<file path="src/rtl/arbt_pkg.sv">
// Shared types and helpers for the arbt arbiter family.
// Rotating first-set search used by the round-robin selectors.
package arbt_pkg;

  typedef enum logic {
    ARBT_IDLE,
    ARBT_PEND
  } arbt_state_t;

  localparam int unsigned ARBT_MAX_WIDTH = 64;
  localparam int unsigned ARBT_MAX_PW    = $clog2(ARBT_MAX_WIDTH);

  // width must be a power of two; returns start when nothing is set
  function automatic int unsigned arbt_rot_first(
    input logic [ARBT_MAX_WIDTH-1:0] req,
    input int unsigned               start,
    input int unsigned               width
  );
    int unsigned idx;
    logic        found;
    arbt_rot_first = start;
    found          = 1'b0;
    for (int unsigned k = 0; k < ARBT_MAX_WIDTH; k++) begin
      idx = (start + k) & (width - 1);
      if (!found && (k < width) && req[idx[ARBT_MAX_PW-1:0]]) begin
        arbt_rot_first = idx;
        found          = 1'b1;
      end
    end
  endfunction

endpackage

</file>
<file path="src/rtl/arbt_rr_sel.sv">
// Combinational rotating priority encoder: first request strictly after ptr_i, wrapping.
// Zero latency; no flow control of its own.
module arbt_rr_sel
  import arbt_pkg::*;
#(
  parameter  int unsigned WIDTH = 4,
  localparam int unsigned PW    = $clog2(WIDTH)
) (
  input  logic [WIDTH-1:0] req_i,
  input  logic [PW-1:0]    ptr_i,
  output logic [PW-1:0]    idx_o,
  output logic             vld_o
);

  logic [PW-1:0] start;

  assign start = ptr_i + PW'(1);
  assign idx_o = PW'(arbt_rot_first(ARBT_MAX_WIDTH'(req_i), 32'(start), WIDTH));
  assign vld_o = |req_i;

endmodule

</file>
<file path="src/rtl/arbt_wrr.sv">
// Weighted round-robin arbiter with registered grant/data; grant to output in one cycle.
// Holds data_o and blocks new grants while rdy_o is high and ack_i is low.
module arbt_wrr
  import arbt_pkg::*;
#(
  parameter int unsigned          DATA_WIDTH = 32,
  parameter int unsigned          ARBT_WIDTH = 4,
  parameter int unsigned          WGHT_WIDTH = 4,
  parameter logic [DATA_WIDTH-1:0] RESET_VAL = '0
) (
  input  logic                  clk_i,
  input  logic                  rst_ni,
  input  logic [DATA_WIDTH-1:0] data_i [0:ARBT_WIDTH-1],
  input  logic [ARBT_WIDTH-1:0] req_i,
  output logic [ARBT_WIDTH-1:0] gnt_o,
  input  logic [WGHT_WIDTH-1:0] wght_i [0:ARBT_WIDTH-1],
  output logic [DATA_WIDTH-1:0] data_o,
  output logic                  rdy_o,
  input  logic                  ack_i
);

  localparam int unsigned PW = $clog2(ARBT_WIDTH);

  if ((ARBT_WIDTH < 2) || ((ARBT_WIDTH & (ARBT_WIDTH - 1)) != 0) || (ARBT_WIDTH > ARBT_MAX_WIDTH))
  begin : g_bad_width
    $error("arbt_wrr: ARBT_WIDTH must be a power of two in [2, ARBT_MAX_WIDTH]");
  end
  if (WGHT_WIDTH < 1) begin : g_bad_wght
    $error("arbt_wrr: WGHT_WIDTH must be at least 1");
  end

  arbt_state_t           state_q;
  logic [PW-1:0]         ptr_q, ptr_d;
  logic [WGHT_WIDTH-1:0] cnt_q, cnt_d;
  logic [ARBT_WIDTH-1:0] gnt_q;
  logic [DATA_WIDTH-1:0] data_q;

  logic [PW-1:0] rr_idx;
  logic          rr_vld;
  logic          opp;
  logic          keep;
  logic [PW-1:0] sel_idx;

  arbt_rr_sel #(
    .WIDTH (ARBT_WIDTH)
  ) u_rr_sel (
    .req_i (req_i),
    .ptr_i (ptr_q),
    .idx_o (rr_idx),
    .vld_o (rr_vld)
  );

  assign opp = (state_q == ARBT_IDLE) || ack_i;

  // A non-requesting owner loses its leftover credit; weight 0 loads like weight 1.
  always_comb begin
    keep    = req_i[ptr_q] && (cnt_q != '0);
    sel_idx = keep ? ptr_q : rr_idx;
    ptr_d   = sel_idx;
    if (keep) begin
      cnt_d = cnt_q - WGHT_WIDTH'(1);
    end else if (wght_i[rr_idx] == '0) begin
      cnt_d = '0;
    end else begin
      cnt_d = wght_i[rr_idx] - WGHT_WIDTH'(1);
    end
  end

  always_ff @(posedge clk_i or negedge rst_ni) begin
    if (!rst_ni) begin
      state_q <= ARBT_IDLE;
      ptr_q   <= PW'(ARBT_WIDTH - 1);
      cnt_q   <= '0;
      gnt_q   <= '0;
      data_q  <= RESET_VAL;
    end else begin
      gnt_q <= '0;
      if (opp) begin
        if (rr_vld) begin
          state_q <= ARBT_PEND;
          ptr_q   <= ptr_d;
          cnt_q   <= cnt_d;
          gnt_q   <= ARBT_WIDTH'(1) << sel_idx;
          data_q  <= data_i[sel_idx];
        end else begin
          state_q <= ARBT_IDLE;
        end
      end
    end
  end

  assign gnt_o  = gnt_q;
  assign data_o = data_q;
  assign rdy_o  = (state_q == ARBT_PEND);

  a_gnt_onehot : assert property (@(posedge clk_i) disable iff (!rst_ni) $onehot0(gnt_o));
  a_rdy_rise   : assert property (@(posedge clk_i) disable iff (!rst_ni)
                                  $rose(rdy_o) |-> $past(opp && rr_vld));
  a_data_hold  : assert property (@(posedge clk_i) disable iff (!rst_ni)
                                  (rdy_o && !ack_i) |=> $stable(data_o));

endmodule

</file>
<file path="config.mk">
export PLATFORM = sky130hd
export DESIGN_NAME = arbt_wrr
export DESIGN_NICKNAME = d
export VERILOG_FILES = /design/src/rtl/arbt_pkg.sv /design/src/rtl/arbt_rr_sel.sv /design/src/rtl/arbt_wrr.sv
export SDC_FILE = /design/constraint.sdc
export NUM_CORES = 1
export LEC_CHECK = 0
export ABC_AREA = 1
export BUFFER_PORTS_ARGS = -buffer_cell sky130_fd_sc_hd__buf_2
export CAP_MARGIN = 5
export CORE_MARGIN = 5
export CORE_UTILIZATION = 49
export CTS_CLUSTER_DIAMETER = 200
export DETAILED_ROUTE_END_ITERATION = 10
export PLACE_DENSITY = 0.95
export SYNTH_ARGS = -nofsm -noshare
export SYNTH_HDL_FRONTEND = slang
export SYNTH_HIERARCHICAL = 1
export SYNTH_SLANG_ARGS = --single-unit
</file>
<file path="constraint.sdc">
create_clock -name clk_i -period 4.61 [get_ports clk_i]
set_clock_uncertainty 0.05 [all_clocks]
set_input_delay 0.2305 -clock clk_i [delete_from_list [all_inputs] [get_ports clk_i]]
set_output_delay 0.2305 -clock clk_i [all_outputs]
set_load 0.03 [all_outputs]
</file>
==> flow_metrics.env, run 1 <==
export IMPL_wirelength_um=10300
export IMPL_antenna_found_initial=0
export IMPL_avgSynthCellArea_um2=6.15
export IMPL_p_leak_nw=2.79
export IMPL_clk_pin_slew_ns=0.09
export IMPL_grt_start_max_net_pins=44
export IMPL_htree_levels=2
export IMPL_max_slew_margin_pct=37.2
export IMPL_route_detailed_drc=0
export IMPL_synthArstFlopShare_pct=100
export IMPL_postCtsHoldBufs=0
export IMPL_dr_pass1_iters=4
export IMPL_synth_xor_area_share_pct=0.240
export IMPL_cts_root_buf="clkbuf_8"
export IMPL_ys_seq_area_share_pct=29.6
export IMPL_cts_setup_buffers=0
export IMPL_grt_pass1_vias=3760
export IMPL_hp_class="in2async"
export IMPL_power_density_nw_per_um2=839
export IMPL_end_kind="flip-flop"
export IMPL_io_buffers=187
export IMPL_arrival_ns=4.07
export IMPL_grt_ovfl_total=0
export IMPL_grt_pass1_wl_um=16000
export IMPL_cts_buffers_inserted=5
export IMPL_synth_cells=592
export IMPL_setup_ws_ns=0.677
export IMPL_required_ns=4.74
export IMPL_dp_slack_ns=0.734
export IMPL_dieArea_um2=9260
export IMPL_rows=31
export IMPL_clk_insertion_delay_late_ns=0.29
export IMPL_synth_fa_ha_area_share_pct=0.687
export IMPL_die_h_um=96.2
export IMPL_yosys_top_cells_area="dfrtp_1 (28%), nand2_1 (21%), nand3_1 (11%), nor2_1 (8.9%), inv_1 (6.7%)"
export IMPL_via_count=4164
export IMPL_cap_violations=0
export IMPL_tightest_slew_ns=0.942
export IMPL_place_hpwl_um=7840
export IMPL_drive_above_1_share_pct=35.6
export IMPL_run_status="finished, final reports clean"
export IMPL_setup_worst_path_start_class="flip-flop"
export IMPL_ff2ff_path_depth=15
export IMPL_syn_num_nets=745
export IMPL_fin_setup_tns_ns=0
export IMPL_rr_endpoint="data_o[1]$_DFFE_PN0P_"
export IMPL_synthSimpleGateAreaFrac_pct=55.3
export IMPL_cts_tree="done"
export IMPL_area_growth_pct=28.0
export IMPL_holdWs_ns=0.00915
export IMPL_slew_viol_final=0
export IMPL_synth_mux_area_fraction_pct=0
export IMPL_drt_iter0_drc=170
export IMPL_clock_path_buffers=2
export IMPL_gp_congestion=0.865
export IMPL_synth_top_flop_cell="dfrtp_1"
export IMPL_start_util_pct=50.2
export IMPL_core_um2=7250
export IMPL_fin_crit_ns=3.93
export IMPL_routedWlPerCell_um=12.0
export IMPL_yosys_warnings=6
export IMPL_synth_top_area_cell="dfrtp_1"
export IMPL_vdd_ir_drop_worst_mv=0.324
export IMPL_finalHoldViolCount=0
export IMPL_ctsResizeCount=0
export IMPL_cp_max_fo=42
export IMPL_ys_ff_latch=43
export IMPL_track_usage_pct=21.5
export IMPL_critPathKind="reg2reg"
export IMPL_synth_edf_count=0
export IMPL_finalCritPeriodShare_pct=85.3
export IMPL_power_mw=3.91
export IMPL_vias_per_cell=4.83
export IMPL_synth_top_family_by_area="simple AND/OR/NAND/NOR gates"
export IMPL_rsz0062_at_grt="false"
export IMPL_final_setup_viol_count=0
export IMPL_final_antenna_net_count=0
export IMPL_synth_area_um2=3640
export IMPL_nets=916
export IMPL_cts_sinks=43
export IMPL_synth_compound_area_share_pct=2.03
export IMPL_fmax_ghz=0.254
export IMPL_ff2ff_setup_slack_ns=0.68
export IMPL_netlist_cell_type_count=31
export IMPL_pin_count=188
export IMPL_netlist_area_leader_share_pct=28.2
export IMPL_r2r_start="ptr_q[0]$_DFFE_PN1P_"
export IMPL_die_w_um=96.2
export IMPL_diodes=0
==> placed cells by master (no fill, tap or decap), types with 2 or more instances in the layout <==
| cell type | instances |
|---|---|
| buf_4 | 2 |
| nand4_1 | 3 |
| dfstp_2 | 2 |
| nor2_4 | 2 |
| nand2_1 | 201 |
| nand3_1 | 78 |
| nand2_4 | 6 |
| inv_2 | 2 |
| o21ai_1 | 2 |
| ha_1 | 2 |
| or2_2 | 33 |
| clkbuf_8 | 6 |
| inv_1 | 65 |
| nor2_2 | 3 |
| nor2_1 | 85 |
| nand3_2 | 9 |
| a31oi_1 | 2 |
| nand2_2 | 15 |
| o21ai_0 | 8 |
| dfrtp_1 | 41 |
| buf_2 | 187 |
==> where the power goes <==
part / switching (mW) / internal [mW] / leakage [nW]
clock: 0.135 / 0.178 / 0.0618
sequential: 0.116 / 0.583 / 0.495
combinational: 2.01 / 0.886 / 2.24
total: 2.27 / 1.65 / 2.79
==> cell families after synthesis <==
| kind of cell | after synthesis |
|---|---|
| and+or+nand+nor | 438 |
| AOI/OAI and AO/OA | 14 |
| DFF | 43 |
| xor gates and xnor gates | 1 |
| buffers and inverters | 94 |
| adders and majority gates | 2 |
==> synth_stat cells (3+ instances only) <==
cell / n
nand3_1: 78
nand2_1: 201
nand4_1: 3
nor2_1: 86
nand2_2: 15
dfrtp_1: 41
o21ai_0: 8
clkbuf_1: 4
buf_2: 7
inv_1: 65
buf_6: 4
or2_2: 33
nand3_2: 9
nand2_4: 6
buf_4: 9
==> worst max-delay path: stages (launching register included) <==
cell	delay, ns
dfstp_2	0.76
inv_8	0.08
nand2_1	0.09
nand3_1	0.07
nand2_1	0.13
and2_4	0.17
nand2_2	0.05
o21ai_1	0.55
clkinv_1	0.42
nand2_1	0.18
nand2_2	0.43
buf_4	0.46
nand2_1	0.10
nand2_1	0.05
nor2_1	0.15
nor2_1	0.07
==> sequential cells by signal, indices dropped and copies added (netlist names) <==
register / cells
data_o: 32
cnt_q: 4
rdy_o: 1
ptr_q: 2
gnt_o: 4
==> through the flow <==
step | cells | cell area, um^2 | utilization (%)
floorplan | 592 | 3640 | -
global placement | 855 | 4540 | 62.6
detailed placement | 855 | 4540 | 62.6
CTS | 863 | 4660 | 64.3
global route | 863 | 4660 | 64.3
finish | 863 | 4660 | 64.3
==> layout make-up <==
| type | count | area (um^2) |
|---|---|---|
| inverters | 69 | 267 |
| fillers | 669 | 2590 |
| clock buffers | 6 | 82.6 |
| well taps | 99 | 124 |
| repair buffers | 189 | 951 |
| flip-flops and latches | 43 | 1080 |
| multi-input cells | 455 | 2120 |
| clock inverters | 2 | 38.8 |
==> worst max path at each step <==
| stage | cells after the start | endpoint | startpoint |
|---|---|---|---|
| final | 15 | data_o[1]$_DFFE_PN0P_ | ptr_q[0]$_DFFE_PN1P_ |
| after global routing | 14 | data_o[24]$_DFFE_PN0P_ | ptr_q[0]$_DFFE_PN1P_ |
| after CTS | 15 | data_o[1]$_DFFE_PN0P_ | ptr_q[0]$_DFFE_PN1P_ |
| after detailed placement | 15 | data_o[1]$_DFFE_PN0P_ | ptr_q[0]$_DFFE_PN1P_ |
| after global placement | 14 | data_o[1]$_DFFE_PN0P_ | ptr_q[0]$_DFFE_PN1P_ |
| after floorplan | 22 | cnt_q[2]$_DFFE_PN0P_ | ptr_q[0]$_DFFE_PN1P_ |
==> routing by layer <==
metal | global-route usage, % | vias up | part of all wire, %
li1 | - | 2143 | -
met1 | 25.1 | 1832 | 39
met2 | 39.1 | 179 | 50
met3 | 5.39 | 10 | 10
met4 | 5.21 | 0 | 1.0
met5 | 0 | - | 0
(Power assumes the default switching activity.)
==> run 2, diff against run 1 <==
--- a/config.mk
+++ b/config.mk
@@ -13,7 +13,7 @@
 export CTS_CLUSTER_DIAMETER = 200
 export DETAILED_ROUTE_END_ITERATION = 10
 export PLACE_DENSITY = 0.95
+export SLEW_MARGIN = 20
 export SYNTH_ARGS = -nofsm -noshare
 export SYNTH_HDL_FRONTEND = slang
-export SYNTH_HIERARCHICAL = 1
 export SYNTH_SLANG_ARGS = --single-unit
==> run 2 against run 1 <==
  * Hold slack better by 0.10 ns
  * Area after synthesis down 7.3%
  * Power about the same
  * Sequential share of layout area up 1.7 points
  * Sequential power down 1%
  * Critical path depth down 1
  * Die area down 6.6%
  * Core utilization about the same
  * Routed wire length down 1.2%
  * First-iteration DRC count down 13%
  * Combinational power up 3%
  * Largest power group unchanged
  * Setup slack better by 0.89 ns
==> flow_metrics.env, run 2 <==
export IMPL_hp_start="ack_i"
export IMPL_cts_buffers_inserted=5
export IMPL_setup_worst_path_start_class="flip-flop"
export IMPL_cpPeakStageDelay_ns=0.65
export IMPL_fmax_ghz=0.329
export IMPL_clk_insertion_delay_late_ns=0.28
export IMPL_clk_pin_slew_ns=0.08
export IMPL_area_growth_pct=28.6
export IMPL_core_um2=6760
export IMPL_yosys_top_cells_area="dfrtp_1 (30%), nand2_1 (15%), o211ai_1 (14%), inv_1 (8.8%), a31oi_1 (5.9%)"
export IMPL_die_w_um=93.0
export IMPL_hold_depth=2
export IMPL_finalHoldViolCount=0
export IMPL_ys_ff_latch=43
export IMPL_max_slew_margin_pct=35.2
export IMPL_drive_above_1_share_pct=33.6
export IMPL_arrival_ns=3.14
export IMPL_slew_viol_final=0
export IMPL_cp_max_fo=43
export IMPL_drt_iter0_drc=148
export IMPL_crit_chain="inv_2 > nand2_1 > nand2_1 > nand2_1 > nand2_2 > nor2_4 > nand2_2 > nand2_2 > nand3_1 > o21ai_4 > buf_4 > nand2_1 > o211ai_1 > a31oi_1"
export IMPL_num_fill_cells=577
export IMPL_via_count=3905
export IMPL_synth_edf_count=0
export IMPL_cts_setup_buffers=0
export IMPL_ys_seq_area_share_pct=31.9
export IMPL_gp_congestion=0.918
export IMPL_run_status="finished, final reports clean"
export IMPL_place_hpwl_um=8170
export IMPL_rsz0062_at_grt="false"
export IMPL_p_leak_nw=2.39
export IMPL_dieArea_um2=8650
export IMPL_fin_setup_tns_ns=0
export IMPL_dr_pass1_iters=4
export IMPL_final_cell_mix="buf_2 (186), nand2_1 (131), inv_1 (79)"
export IMPL_end_kind="flip-flop"
export IMPL_cts_sinks=43
export IMPL_synth_top_flop_cell="dfrtp_1"
export IMPL_required_ns=4.71
export IMPL_wirelength_um=10200
export IMPL_final_common_cell="buf_2"
export IMPL_routedWlPerCell_um=13.8
export IMPL_synth_area_um2=3380
export IMPL_synth_top_area_cell="dfrtp_1"
export IMPL_ctsResizeCount=0
export IMPL_syn_num_nets=646
export IMPL_cpMostUsedCell="nand2_1"
export IMPL_clock_path_buffers=2
export IMPL_start_util_pct=50.0
export IMPL_antenna_found_initial=0
export IMPL_grt_pass1_wl_um=16500
export IMPL_netlist_cell_type_count=30
export IMPL_cap_violations=0
export IMPL_final_antenna_net_count=0
export IMPL_tightest_slew_ns=0.968
export IMPL_netlist_area_leader_share_pct=30.4
export IMPL_cts_root_buf="clkbuf_8"
export IMPL_diodes=0
export IMPL_htree_levels=2
export IMPL_synth_cells=494
export IMPL_route_detailed_drc=0
export IMPL_largest_reg_flops=32
export IMPL_synthTopCellsByCount="nand2_1 (131), inv_1 (79), o211ai_1 (64), dfrtp_1 (41), nor2_1 (38)"
export IMPL_grt_ovfl_total=0
export IMPL_rows=30
export IMPL_yosys_warnings=0
export IMPL_startpoint="ptr_q[0]$_DFFE_PN1P_"
export IMPL_io_buffers=187
export IMPL_holdWs_ns=0.113
export IMPL_track_usage_pct=23.3
export IMPL_cts_tree="done"
export IMPL_fin_util_pct=64.3
export IMPL_die_h_um=93.0
export IMPL_worst_path_stages=14
export IMPL_hp_class="in2reg"
export IMPL_vias_per_cell=5.26
export IMPL_cp_top_family="simple AND/OR/NAND/NOR gates"
export IMPL_power_density_nw_per_um2=901
export IMPL_synthArstFlopShare_pct=100
export IMPL_grt_start_max_net_pins=70
export IMPL_yosysMostFrequentCell="nand2_1"
export IMPL_cp_num_buf_inv=2
export IMPL_avgSynthCellArea_um2=6.84
export IMPL_fin_crit_ns=3.04
export IMPL_cpMaxStageDelayCell="dfstp_2"
export IMPL_grt_pass1_vias=3746
export IMPL_power_mw=3.91
export IMPL_pin_count=188
export IMPL_vdd_ir_drop_worst_mv=0.452
export IMPL_critPathKind="reg2reg"
export IMPL_r2r_start="ptr_q[0]$_DFFE_PN1P_"
export IMPL_ff2ff_path_depth=14
export IMPL_finalCritPeriodShare_pct=66.0
export IMPL_final_setup_viol_count=0
export IMPL_nets=814
run 2: changes by cell type after synthesis, sizes merged, moves of 6 or more:
cell | before | now
a21oi | 1 | 7
a31oi | 2 | 33
or2 | 33 | 1
o211ai | 0 | 64
nor2 | 91 | 41
nand3 | 87 | 33
nand2 | 222 | 141
inv | 68 | 84
run 2: logic make-up (layout without fill, tap and decap cells):
logic type	after synthesis	count (layout)	share of synthesized area [%]
compound gates	115	115	24.0
xor+xnor	1	1	0.259
fa+ha+maj	1	1	0.370
buf+inv	115	284	15.9
flops	43	43	31.9
simple gates	219	219	27.5
run 2: worst register-to-register path: cells and delay by family (launching register included):
kind / cells / cell delay (ns)
flops: 1 / 0.65
buf+inv: 2 / 0.64
compound gates: 3 / 0.52
simple gates: 9 / 1.05
run 2: final cells by class:
| type | instances | area (um^2) | area share, % |
|---|---|---|---|
| Multi-Input combinational cell | 336 | 1780 | 40.9 |
| Sequential cell | 43 | 1080 | 24.8 |
| Timing Repair Buffer | 191 | 983 | 22.7 |
| Inverter | 85 | 322 | 7.41 |
| Tap cell | 80 | 100 | 2.31 |
| Clock buffer | 7 | 76.3 | 1.76 |
| Clock inverter | 1 | 5.00 | 0.115 |
run 2: final timing paths:
kind                                                to  slack [ns]
worst min-delay path                 rdy_o$_DFFE_PN0P_        0.11
min in group asynchronous        data_o[5]$_DFFE_PN0P_        0.40
worst max-delay path            data_o[16]$_DFFE_PN0P_        1.57
worst max register to register  data_o[16]$_DFFE_PN0P_        1.57
worst min register to register    cnt_q[2]$_DFFE_PN0P_        0.49
max in group asynchronous         ptr_q[1]$_DFFE_PN1P_        3.72
run 2: stage by stage:
stage	std cells	setup slack (ns)	area, um^2
after detailed placement	734	1.59	4250
after CTS	742	1.59	4330
final	743	1.57	4340
after global placement	734	1.68	4250
after global routing	743	1.31	4340
after floorplan	494	2.41	3380
run 2: report_power, final:
| part | total [mW] | leakage [nW] | internal [mW] | switching, mW |
|---|---|---|---|---|
| Combinational | 3.00 | 1.86 | 0.975 | 2.02 |
| Clock | 0.226 | 0.0422 | 0.106 | 0.120 |
| Sequential | 0.690 | 0.488 | 0.575 | 0.115 |
| Total | 3.91 | 2.39 | 1.66 | 2.26 |
run 2: what timing repair did:
action / in CTS / in global routing
hold buffers: 0 / 1
endpoints found under the setup margin: 0 / 0
hold endpoints to repair: 0 / 41
run 2: metal layers:
metal	vias to the layer above	track usage [%]	wire length, um
li1	1971	-	-
met2	183	41.2	5250
met1	1719	26.6	3820
met4	0	10.1	369
met5	-	0	0
met3	32	5.63	789
==> run 3, diff against run 2 <==
--- a/config.mk
+++ b/config.mk
@@ -9,10 +9,10 @@
 export BUFFER_PORTS_ARGS = -buffer_cell sky130_fd_sc_hd__buf_2
 export CAP_MARGIN = 5
 export CORE_MARGIN = 5
-export CORE_UTILIZATION = 49
+export CORE_UTILIZATION = 41
 export CTS_CLUSTER_DIAMETER = 200
 export DETAILED_ROUTE_END_ITERATION = 10
-export PLACE_DENSITY = 0.95
+export PLACE_DENSITY = 0.88
 export SLEW_MARGIN = 20
 export SYNTH_ARGS = -nofsm -noshare
 export SYNTH_HDL_FRONTEND = slang
==> constraint.sdc (replaced) <==
create_clock -name clk_i -period 2.8 [get_ports clk_i]
set_clock_uncertainty 0.05 [all_clocks]
set_input_delay 0.14 -clock clk_i [delete_from_list [all_inputs] [get_ports clk_i]]
set_output_delay 0.14 -clock clk_i [all_outputs]
set_load 0.03 [all_outputs]
==> run 3 against run 2 <==
  * Sequential share of layout area down 1.6 points
  * Flip-flop and latch count unchanged
  * Largest power group unchanged
  * Via count up 2.1%
  * Sequential power up 62%
  * Highest routed layer is now met5
  * Critical path type unchanged
==> flow_metrics.env, run 3 (synthesis results as in run 2) <==
export IMPL_drt_iter0_drc=194
export IMPL_rows=33
export IMPL_final_cell_mix="buf_2 (188), nand2_1 (131), inv_1 (79)"
export IMPL_antenna_found_initial=2
export IMPL_largest_reg_flops=32
export IMPL_gp_congestion=0.844
export IMPL_cts_root_buf="clkbuf_8"
export IMPL_via_count=3987
export IMPL_cp_max_fo=13
export IMPL_vdd_ir_drop_worst_mv=0.826
export IMPL_pin_count=188
export IMPL_required_ns=2.91
export IMPL_start_util_pct=41.5
export IMPL_tightest_slew_ns=0.993
export IMPL_grt_util_met1_pct=22.9
export IMPL_seq_area_um2=1080
export IMPL_vias_per_cell=5.08
export IMPL_die_w_um=101
export IMPL_ff2ff_path_depth=16
export IMPL_clk_pin_slew_ns=0.08
export IMPL_grt_pass1_wl_um=16900
export IMPL_setup_ws_ns=0.209
export IMPL_area_growth_pct=37.4
export IMPL_placed_area_um2=4330
export IMPL_core_um2=8130
export IMPL_arrival_ns=2.70
export IMPL_cts_tree="done"
export IMPL_dp_slack_ns=0.0395
export IMPL_die_h_um=101
export IMPL_multiInputGateArea_um2=1810
export IMPL_rsz0062_at_grt="false"
export IMPL_clk_insertion_delay_late_ns=0.29
export IMPL_wirelength_um=11000
export IMPL_hp_class="in2reg"
export IMPL_final_antenna_net_count=0
export IMPL_fin_area_um2=4640
export IMPL_finalCritPeriodShare_pct=92.5
export IMPL_rr_endpoint="data_o[17]$_DFFE_PN0P_"
export IMPL_cts_sinks=43
export IMPL_grt_pass1_vias=3802
export IMPL_hold_depth=2
export IMPL_setup_worst_path_start_class="flip-flop"
export IMPL_grt_start_max_net_pins=52
export IMPL_final_common_cell="buf_2"
export IMPL_io_buffers=187
export IMPL_ff2ff_setup_slack_ns=0.21
export IMPL_place_hpwl_um=8160
export IMPL_max_slew_margin_pct=33.8
export IMPL_hold_path_end="rdy_o$_DFFE_PN0P_"
export IMPL_track_usage_pct=20.1
export IMPL_use_met3_pct=4.43
export IMPL_drive_above_1_share_pct=35.3
export IMPL_r2r_start="ptr_q[0]$_DFFE_PN1P_"
export IMPL_clock_path_buffers=2
export IMPL_fin_setup_tns_ns=0
export IMPL_end_kind="flip-flop"
export IMPL_slew_viol_final=0
export IMPL_dieArea_um2=10200
export IMPL_grt_ovfl_total=0
export IMPL_power_density_nw_per_um2=1640
export IMPL_busiest_layer="met2"
export IMPL_num_fill_cells=762
export IMPL_hp_start="ack_i"
export IMPL_finalHoldViolCount=0
export IMPL_p_leak_nw=2.51
export IMPL_fin_util_pct=57.1
export IMPL_final_setup_viol_count=0
export IMPL_run_status="finished, final reports clean"
export IMPL_power_mw=7.61
export IMPL_dr_pass1_iters=5
export IMPL_htree_levels=2
export IMPL_nets=831
export IMPL_critPathKind="reg2reg"
export IMPL_cap_violations=0
export IMPL_fin_crit_ns=2.59
export IMPL_use_met2_pct=37.1
export IMPL_fmax_ghz=0.386
export IMPL_cts_buffers_inserted=5
export IMPL_route_detailed_drc=0
export IMPL_routedWlPerCell_um=14.0
[run 3: power breakdown]
group | total [mW] | internal [mW] | switching (mW)
sequential | 1.12 | 0.946 | 0.176
clock | 0.372 | 0.172 | 0.200
combinational | 6.11 | 2.35 | 3.77
total | 7.61 | 3.46 | 4.14
[run 3: timing repair]
| action | CTS | global route |
|---|---|---|
| setup buffers | 0 | 5 |
| resized for setup | 0 | 9 |
| endpoints found under the hold margin | 41 | 0 |
| hold buffers | 1 | 0 |
| setup endpoints to repair | 0 | 35 |
[run 3: area by class of cell]
cell class | count | area share, %
inverter | 85 | 7.04
timing repair buffer | 206 | 26.2
tap | 105 | 2.83
multi-input combinational | 338 | 39.0
sequential | 43 | 23.2
antenna | 1 | 0.0539
clock buffer | 7 | 1.64
[run 3: layer usage]
metal,up-vias,routed length [um]
met5,-,11
met4,2,150
li1,2002,-
met2,174,5600
met1,1794,4390
met3,15,843
[run 3: worst max-delay path, cell delays in order, from the launching register on]
cell      delay [ns]
dfstp_2         0.59
buf_4           0.16
nand2_1         0.06
nand2_1         0.11
nand2_1         0.06
nand2_1         0.14
nand2_2         0.10
nand2_1         0.09
nand2_1         0.09
nand2_4         0.12
nand3_2         0.14
o21ai_4         0.13
buf_4           0.18
buf_12          0.13
nand2_1         0.05
o211ai_1        0.12
a31oi_1         0.12
[run 3: worst max path at each step]
stage | start | end | slack (ns) | depth (start not counted)
2_1_floorplan | ptr_q[1]$_DFFE_PN1P_ | data_o[26]$_DFFE_PN0P_ | 0.60 | 16
3_3_place_gp | ptr_q[0]$_DFFE_PN1P_ | data_o[10]$_DFFE_PN0P_ | 0.20 | 14
3_5_place_dp | ptr_q[0]$_DFFE_PN1P_ | data_o[12]$_DFFE_PN0P_ | 0.04 | 14
4_1_cts | ptr_q[0]$_DFFE_PN1P_ | data_o[12]$_DFFE_PN0P_ | 0.04 | 14
5_1_grt | ptr_q[1]$_DFFE_PN1P_ | cnt_q[2]$_DFFE_PN0P_ | 0.02 | 18
6_report | ptr_q[0]$_DFFE_PN1P_ | data_o[17]$_DFFE_PN0P_ | 0.21 | 16
[run 3: stage by stage]
stage / cells / hold WS (ns)
after global routing: 785 / 0.0368
final: 785 / 0.0121
after global placement: 763 / 0.285
after floorplan: 494 / -0.206
after detailed placement: 763 / 0.293
after CTS: 771 / 0.0161
